===== config.mk =====
export PLATFORM = sky130hd
export DESIGN_NAME = cu_adc_decimator_mc
export DESIGN_NICKNAME = d
export VERILOG_FILES = /design/src/rtl/cu_adc_decimator_mc.sv
export SDC_FILE = /design/constraint.sdc
export NUM_CORES = 1
export LEC_CHECK = 0
export BUFFER_PORTS_ARGS = -buffer_cell sky130_fd_sc_hd__buf_2
export CAP_MARGIN = 20
export CORE_MARGIN = 2
export CORE_UTILIZATION = 42
export DETAILED_ROUTE_END_ITERATION = 10
export PLACE_DENSITY = 0.62
export SLEW_MARGIN = 20
export SYNTH_ARGS = -nofsm -noshare
export SYNTH_HDL_FRONTEND = slang
export SYNTH_SLANG_ARGS = --single-unit
export TNS_END_PERCENT = 30

===== constraint.sdc =====
create_clock -name clk -period 12.3 [get_ports clk]
set_clock_uncertainty 0.2 [all_clocks]
set_input_delay 0.615 -clock clk [delete_from_list [all_inputs] [get_ports clk]]
set_output_delay 0.615 -clock clk [all_outputs]
set_load 0.01 [all_outputs]

===== src/rtl/cu_adc_decimator_mc.sv =====
// Multi-channel ADC decimator: per-channel pick or block mean over 2^rate samples.
// Optional: define CU_DEC_ROUND_EN for round-half-up averaging.
module cu_adc_decimator_mc #(
  parameter int DATA_W = 16,
  parameter int NCH    = 4,
  parameter int CH_W   = 2,
  parameter int ACC_W  = DATA_W + 7
) (
  input  logic              clk,
  input  logic              rst,
  input  logic              drdy,
  input  logic [DATA_W-1:0] datain,
  input  logic [CH_W-1:0]   din_ch,
  input  logic [2:0]        rate,
  input  logic              mode,
  output logic [DATA_W-1:0] dataout,
  output logic [CH_W-1:0]   dout_ch,
  output logic              data_rdy
);

  localparam int CNT_W = 7;
  localparam logic [CH_W:0] NCH_L = (CH_W+1)'(NCH);

  logic                    drdy_d;
  logic [2:0]              rate_q;
  logic                    mode_q;
  logic [CNT_W-1:0]        cnt [NCH];
  logic signed [ACC_W-1:0] acc [NCH];

  logic                    accept;
  logic                    ch_ok;
  logic                    cfg_chg;
  logic                    take;
  logic                    last;
  logic [7:0]              blk;
  logic [CNT_W-1:0]        term;
  logic [CNT_W-1:0]        cnt_sel;
  logic signed [ACC_W-1:0] acc_sel;
  logic signed [ACC_W-1:0] din_sx;
  logic signed [ACC_W-1:0] sum;
  logic signed [ACC_W-1:0] rnd;
  logic signed [ACC_W-1:0] sum_r;
  logic [DATA_W-1:0]       avg;
  logic [DATA_W-1:0]       res;

  assign accept  = drdy & ~drdy_d;
  assign ch_ok   = {1'b0, din_ch} < NCH_L;
  assign cfg_chg = (rate != rate_q) || (mode != mode_q);
  assign take    = accept & ch_ok & ~cfg_chg;

  // Terminal count of the current block: 2^rate_q - 1.
  assign blk  = 8'd1 << rate_q;
  assign term = CNT_W'(blk - 8'd1);

  // Select the addressed channel's counter and accumulator.
  always_comb begin
    cnt_sel = '0;
    acc_sel = '0;
    for (int i = 0; i < NCH; i++) begin
      if (din_ch == CH_W'(i)) begin
        cnt_sel = cnt[i];
        acc_sel = acc[i];
      end
    end
  end

  assign last   = (cnt_sel == term);
  assign din_sx = {{(ACC_W-DATA_W){datain[DATA_W-1]}}, datain};
  assign sum    = acc_sel + din_sx;

`ifdef CU_DEC_ROUND_EN
  // Half an LSB of the result, so the shift rounds half up.
  always_comb begin
    rnd = '0;
    if (rate_q != 3'd0) rnd = ACC_W'(1) <<< (rate_q - 3'd1);
  end
`else
  assign rnd = '0;
`endif

  assign sum_r = sum + rnd;
  assign avg   = DATA_W'(sum_r >>> rate_q);
  assign res   = mode_q ? avg : datain;

  // Config tracking, per-channel accumulation and output register.
  always_ff @(posedge clk) begin
    if (rst) begin
      drdy_d   <= 1'b0;
      rate_q   <= rate;
      mode_q   <= mode;
      dataout  <= '0;
      dout_ch  <= '0;
      data_rdy <= 1'b0;
      for (int i = 0; i < NCH; i++) begin
        cnt[i] <= '0;
        acc[i] <= '0;
      end
    end else begin
      drdy_d   <= drdy;
      data_rdy <= 1'b0;
      if (cfg_chg) begin
        rate_q <= rate;
        mode_q <= mode;
        for (int i = 0; i < NCH; i++) begin
          cnt[i] <= '0;
          acc[i] <= '0;
        end
      end else if (take) begin
        for (int i = 0; i < NCH; i++) begin
          if (din_ch == CH_W'(i)) begin
            if (last) begin
              cnt[i] <= '0;
              acc[i] <= '0;
            end else begin
              cnt[i] <= cnt[i] + CNT_W'(1);
              acc[i] <= sum;
            end
          end
        end
        if (last) begin
          dataout  <= res;
          dout_ch  <= din_ch;
          data_rdy <= 1'b1;
        end
      end
    end
  end

endmodule


# Yosys cells after proc, flatten, opt, wreduce, memory -nomap -nowiden
# Memories as Yosys holds them, arrays and structs flattened.
# Cells that the tools add are included.
# word_totals
out_inout_bits	19
ff_bits	24
ram_bits	120
n_memories	2
wordCells	140
in_bits	25
# classes
n_shift	2
reduce_logical	5
bitwise	29
addsub	6
mux	84
eq_ne	6
# mem_list
name	words	width	rd	rd_clocked_by_memory_dff	wr	line_no	text
acc	4	23	4	0	4	28	logic signed [ACC_W-1:0] acc [NCH];
cnt	4	7	4	0	4	27	logic [CNT_W-1:0] cnt [NCH];
# op_table
op	n
two-way mux 23 bit	16
two-way mux 7 bit	16
two-way mux 1 bit	49
adder 7 x 1 -> 7 bit, second input constant	4
OR 1 bit	24
adder 23 x 16 -> 23 bit	1
>>> shifter 23 x 3 -> 16 bit	1
two-way mux 16 bit	1
equality test 7 bit	1
left shift 1 x 3 -> 7 bit, first input constant	1
subtractor 7 x 1 -> 7 bit, second input constant	1
two-way mux 3 bit	2
equality test 2 bit, second input constant	2
inequality test 3 bit	1
inverter 1 bit	3
AND reduction 3 bit	1
OR reduction 3 bit	1
bitwise AND 1 bit	2
equality test 2 x 1 -> 1 bit, second input constant	1
logical NOT 2 bit	1
nonzero test 2 bit	1
logical OR 1 bit	1
inequality test 1 bit	1

# Longest topological paths before layout
# logic_depth
word_depth	14
depth_mapped	16
ltp_nobuf	12

# Worst setup path after synthesis
# Ideal clock, no wire load.
# synth_path
path_kind	input to register
startpoint	in din_ch[1]
endpoint	reg dataout[11]
required_ps	12030
setup_time_ps	70
slack_ps	7415
path_buffers	4
t_arrival_ps	4615
path_stages	14
path_cell_list	buf_2 > buf_1 > buf_1 > mux4_2 > ha_1 > buf_2 > a21oi_1 > o21ai_0 > a22o_2 > mux2_2 > nand2_1 > mux4_2 > mux2_2 > a21oi_1
# synth_via
elab_chain_len	8
elab_cells_between_ends	17
cone_classes	1 x add/sub; 4 x eq/ne; 1 x shift; 9 x mux; 2 x reduce/logical
# synth_rtl
item	line_no	text
start, declared	13	input logic [CH_W-1:0] din_ch,
logical NOT 2 bit	60	if (din_ch == CH_W'(i)) begin
two-way mux 23 bit (4 in series)	60	
adder 23 x 16 -> 23 bit	69	assign sum = acc_sel + din_sx;
>>> shifter 23 x 3 -> 16 bit	82	assign avg = DATA_W'(sum_r >>> rate_q);
two-way mux 16 bit	83	assign res = mode_q ? avg : datain;
end signal, assigned	121	dataout <= res;
end, declared	16	output logic [DATA_W-1:0] dataout,
# Several ways; a longest one is shown, not always the timed one.
# A chain may end at the register's enable or synchronous reset.

==> metrics.cfg <==
[flow_run]
maxCapViolations = 0

[global_routing]
antenna_found_initial = 0
grt_pass1_wl_um = 37700
grt_usage_pct = 22.6
grt_start_max_net_pins = 38
grt-ovfl-total = 0
grt_pass1_vias = 6800

[routing]
drt_iter0_drc = 536
vias = 6808
vias_per_cell = 5.94
antenna_left = 0
totalWireLength_um = 23800
drt-pass1-iter-count = 5
drcViolationCount = 0
wl_per_cell_um = 20.7

[worst_setup_path]
path_class = flip-flop to flip-flop
cp-end-kind = flip-flop
crit_required_ns = 12.38
critPathMaxFanout = 24
cpMaxStageDelayCell = clkinv_1
crit_chain = clkinv_1, nor2_1, nand2_1, ha_1, xor2_1, o21ai_0, nor4b_1, mux2i_1, or3_1, o31ai_4, buf_4, a211oi_1
cp.arrival_ns = 5.78
cpPeakStageDelay_ns = 0.93
start_kind = flip-flop

[place]
place_congestion = 0.878
io_buffers = 43
place_inst = 1115
hpwlAfterDp_um = 15900

[sta]
setup_tns_ns = 0
worst_pin_slew_ns = 0.940
maxSlewHeadroom_pct = 36.9
min_period_ns = 5.70
fin_crit_sh_pct = 46.3
max_freq_mhz = 175
setup_viol = 0
rsz0062_at_grt = no
slew_violations = 0
final_hold_viol_count = 0

[logic_synthesis]
synth_seq_cells = 144
syn_area_um2 = 8610
async_flop_share_pct = 0
yosys.area.top_type = edfxtp_1
synth_area_leaders = edfxtp_1, dfxtp_1, mux4_2
yosysSeqAreaShare_pct = 44.4
synth-edff-count = 94
syn_nets = 895
syn_inst = 842
synth_ff_type = edfxtp_1
synth_top_area_share_pct = 32.8
syn_avg_cell_area_um2 = 10.2
synth.distinct_cells = 69
yosysWarnings = 0

[clock_network]
numCtsBuffers = 17
post_cts_buffers = 0
cts-htree-levels = 4
cts_resized = 0
path_clk_slew_ns = 0.06
clockBufferDepth = 2
tritoncts = built
cts_sinks = 144
cts_hold_buf = 0
clock_latency_ns = 0.44
cts_root_buf = clkbuf_16

[floorplan]
io_pins = 44
coreArea_um2 = 20200
die-area_um2 = 21700
start_util_pct = 42.7
rows = 52
die_w_um = 147
dieHeight_um = 147

[power_and_ir_drop]
p_comb_share_pct = 12.4
p_sw_w = 0.000314
vdd_drop_max_v = 0.000101
finalPower_w = 0.00123
powerDensity_nw_per_um2 = 127
internal_power_w = 0.000915
p_leak_nw = 3.59
pwr-share-seq_pct = 43.4
switching_share_pct = 25.6
clkPwrFrac_pct = 44.2

[finish]
mostFrequentLayoutCells = nor2_1, edfxtp_1, nand2_1, a21oi_1, dfxtp_1
drive_gt1_share_pct = 16.9
nets = 917
num_antenna_cells = 0
final_cell_count_no_fill = 1147
layout_commonest_cell = nor2_1
area_delta_synth_final_pct = 12.2

[status]
status = finished, final reports clean

[hold_path]
hp-class = input pin to flip-flop

==> power by group through the flow <==
| stage | clock, W | sequential (W) | combinational, W |
|---|---|---|---|
| 2_1_floorplan | 0 | 0.000537 | 0.000111 |
| 3_3_place_gp | 0 | 0.000543 | 0.000149 |
| 3_5_place_dp | 0 | 0.000543 | 0.000149 |
| 4_1_cts | 0.000548 | 0.000533 | 0.000150 |
| 5_1_grt | 0.000565 | 0.000534 | 0.000166 |
| 6_report | 0.000543 | 0.000533 | 0.000153 |
==> flip-flops by register name, indices dropped and copies added (netlist names) <==
| signal | cells |
|---|---|
| rate_q | 3 |
| cnt | 28 |
| acc | 92 |
| drdy_d | 1 |
| mode_q | 1 |
| data_rdy | 1 |
| dout_ch | 2 |
| dataout | 16 |
==> worst paths after layout <==
| check | start | to | slack (ns) | depth (start not counted) |
|---|---|---|---|---|
| hold reg to reg | dout_ch[0] | dout_ch[0] | 0.24 | 2 |
| hold / removal | rate[1] | rate_q[1] | 0.17 | 1 |
| setup reg to reg | rate_q[0] | acc[0][22] | 6.60 | 12 |
| setup / recovery | rate_q[0] | acc[0][22] | 6.60 | 12 |
==> worst max-delay path: cells and delay by family (launching register included) <==
kind	cells	cell delay, ns
compound gates	3	0.90
mux	1	0.27
fa+ha+maj	1	0.30
flops	1	0.85
xor+xnor	1	0.20
simple gates	4	1.47
buf+inv	2	1.33
==> through the flow <==
stage	setup slack, ns	hold slack, ns	util, %	instance area, um^2
global placement	6.74	0.238	44.8	9040
detailed placement	6.69	0.243	44.8	9040
CTS	6.67	0.165	47.9	9650
global route	6.14	0.168	47.9	9660
floorplan	7.42	0.233	-	8610
finish	6.60	0.173	47.9	9660
==> cell usage after synthesis (13+ instances only) <==
| master | n |
|---|---|
| mux2i_1 | 13 |
| a211oi_1 | 13 |
| clkbuf_1 | 22 |
| mux4_2 | 39 |
| a21oi_1 | 55 |
| xor2_1 | 18 |
| inv_1 | 17 |
| nand2_1 | 57 |
| nand3_1 | 18 |
| o21ai_0 | 35 |
| dfxtp_1 | 50 |
| xnor2_1 | 29 |
| or2_2 | 13 |
| ha_1 | 27 |
| nor2_1 | 157 |
| buf_2 | 17 |
| or3_1 | 14 |
| o211ai_1 | 18 |
| edfxtp_1 | 94 |
==> layer usage <==
metal / global-route usage [%] / routed length, um / vias up
li1: - / - / 3185
met1: 32.3 / 11100 / 3367
met2: 34.0 / 10500 / 222
met3: 6.12 / 1830 / 34
met4: 6.35 / 384 / 0
met5: 0 / 0 / -
==> cell families after synthesis <==
kind of cell	Yosys count	synth area share [%]
muxes	57	12.5
and+or+nand+nor	317	16.7
DFF	144	44.4
buffers and inverters	68	3.56
AOI/OAI and AO/OA	181	13.8
adders and majority gates	28	4.16
xor gates and xnor gates	47	4.78
==> layout make-up <==
| cell class | count | area (um^2) |
|---|---|---|
| timing repair buffer | 53 | 290 |
| inverter | 18 | 67.6 |
| tap | 270 | 338 |
| sequential | 144 | 3820 |
| clock inverter | 9 | 131 |
| multi-input combinational | 630 | 4530 |
| clock buffer | 23 | 479 |
| fill | 1927 | 10500 |
No activity file was read; power rests on OpenSTA's default activity.
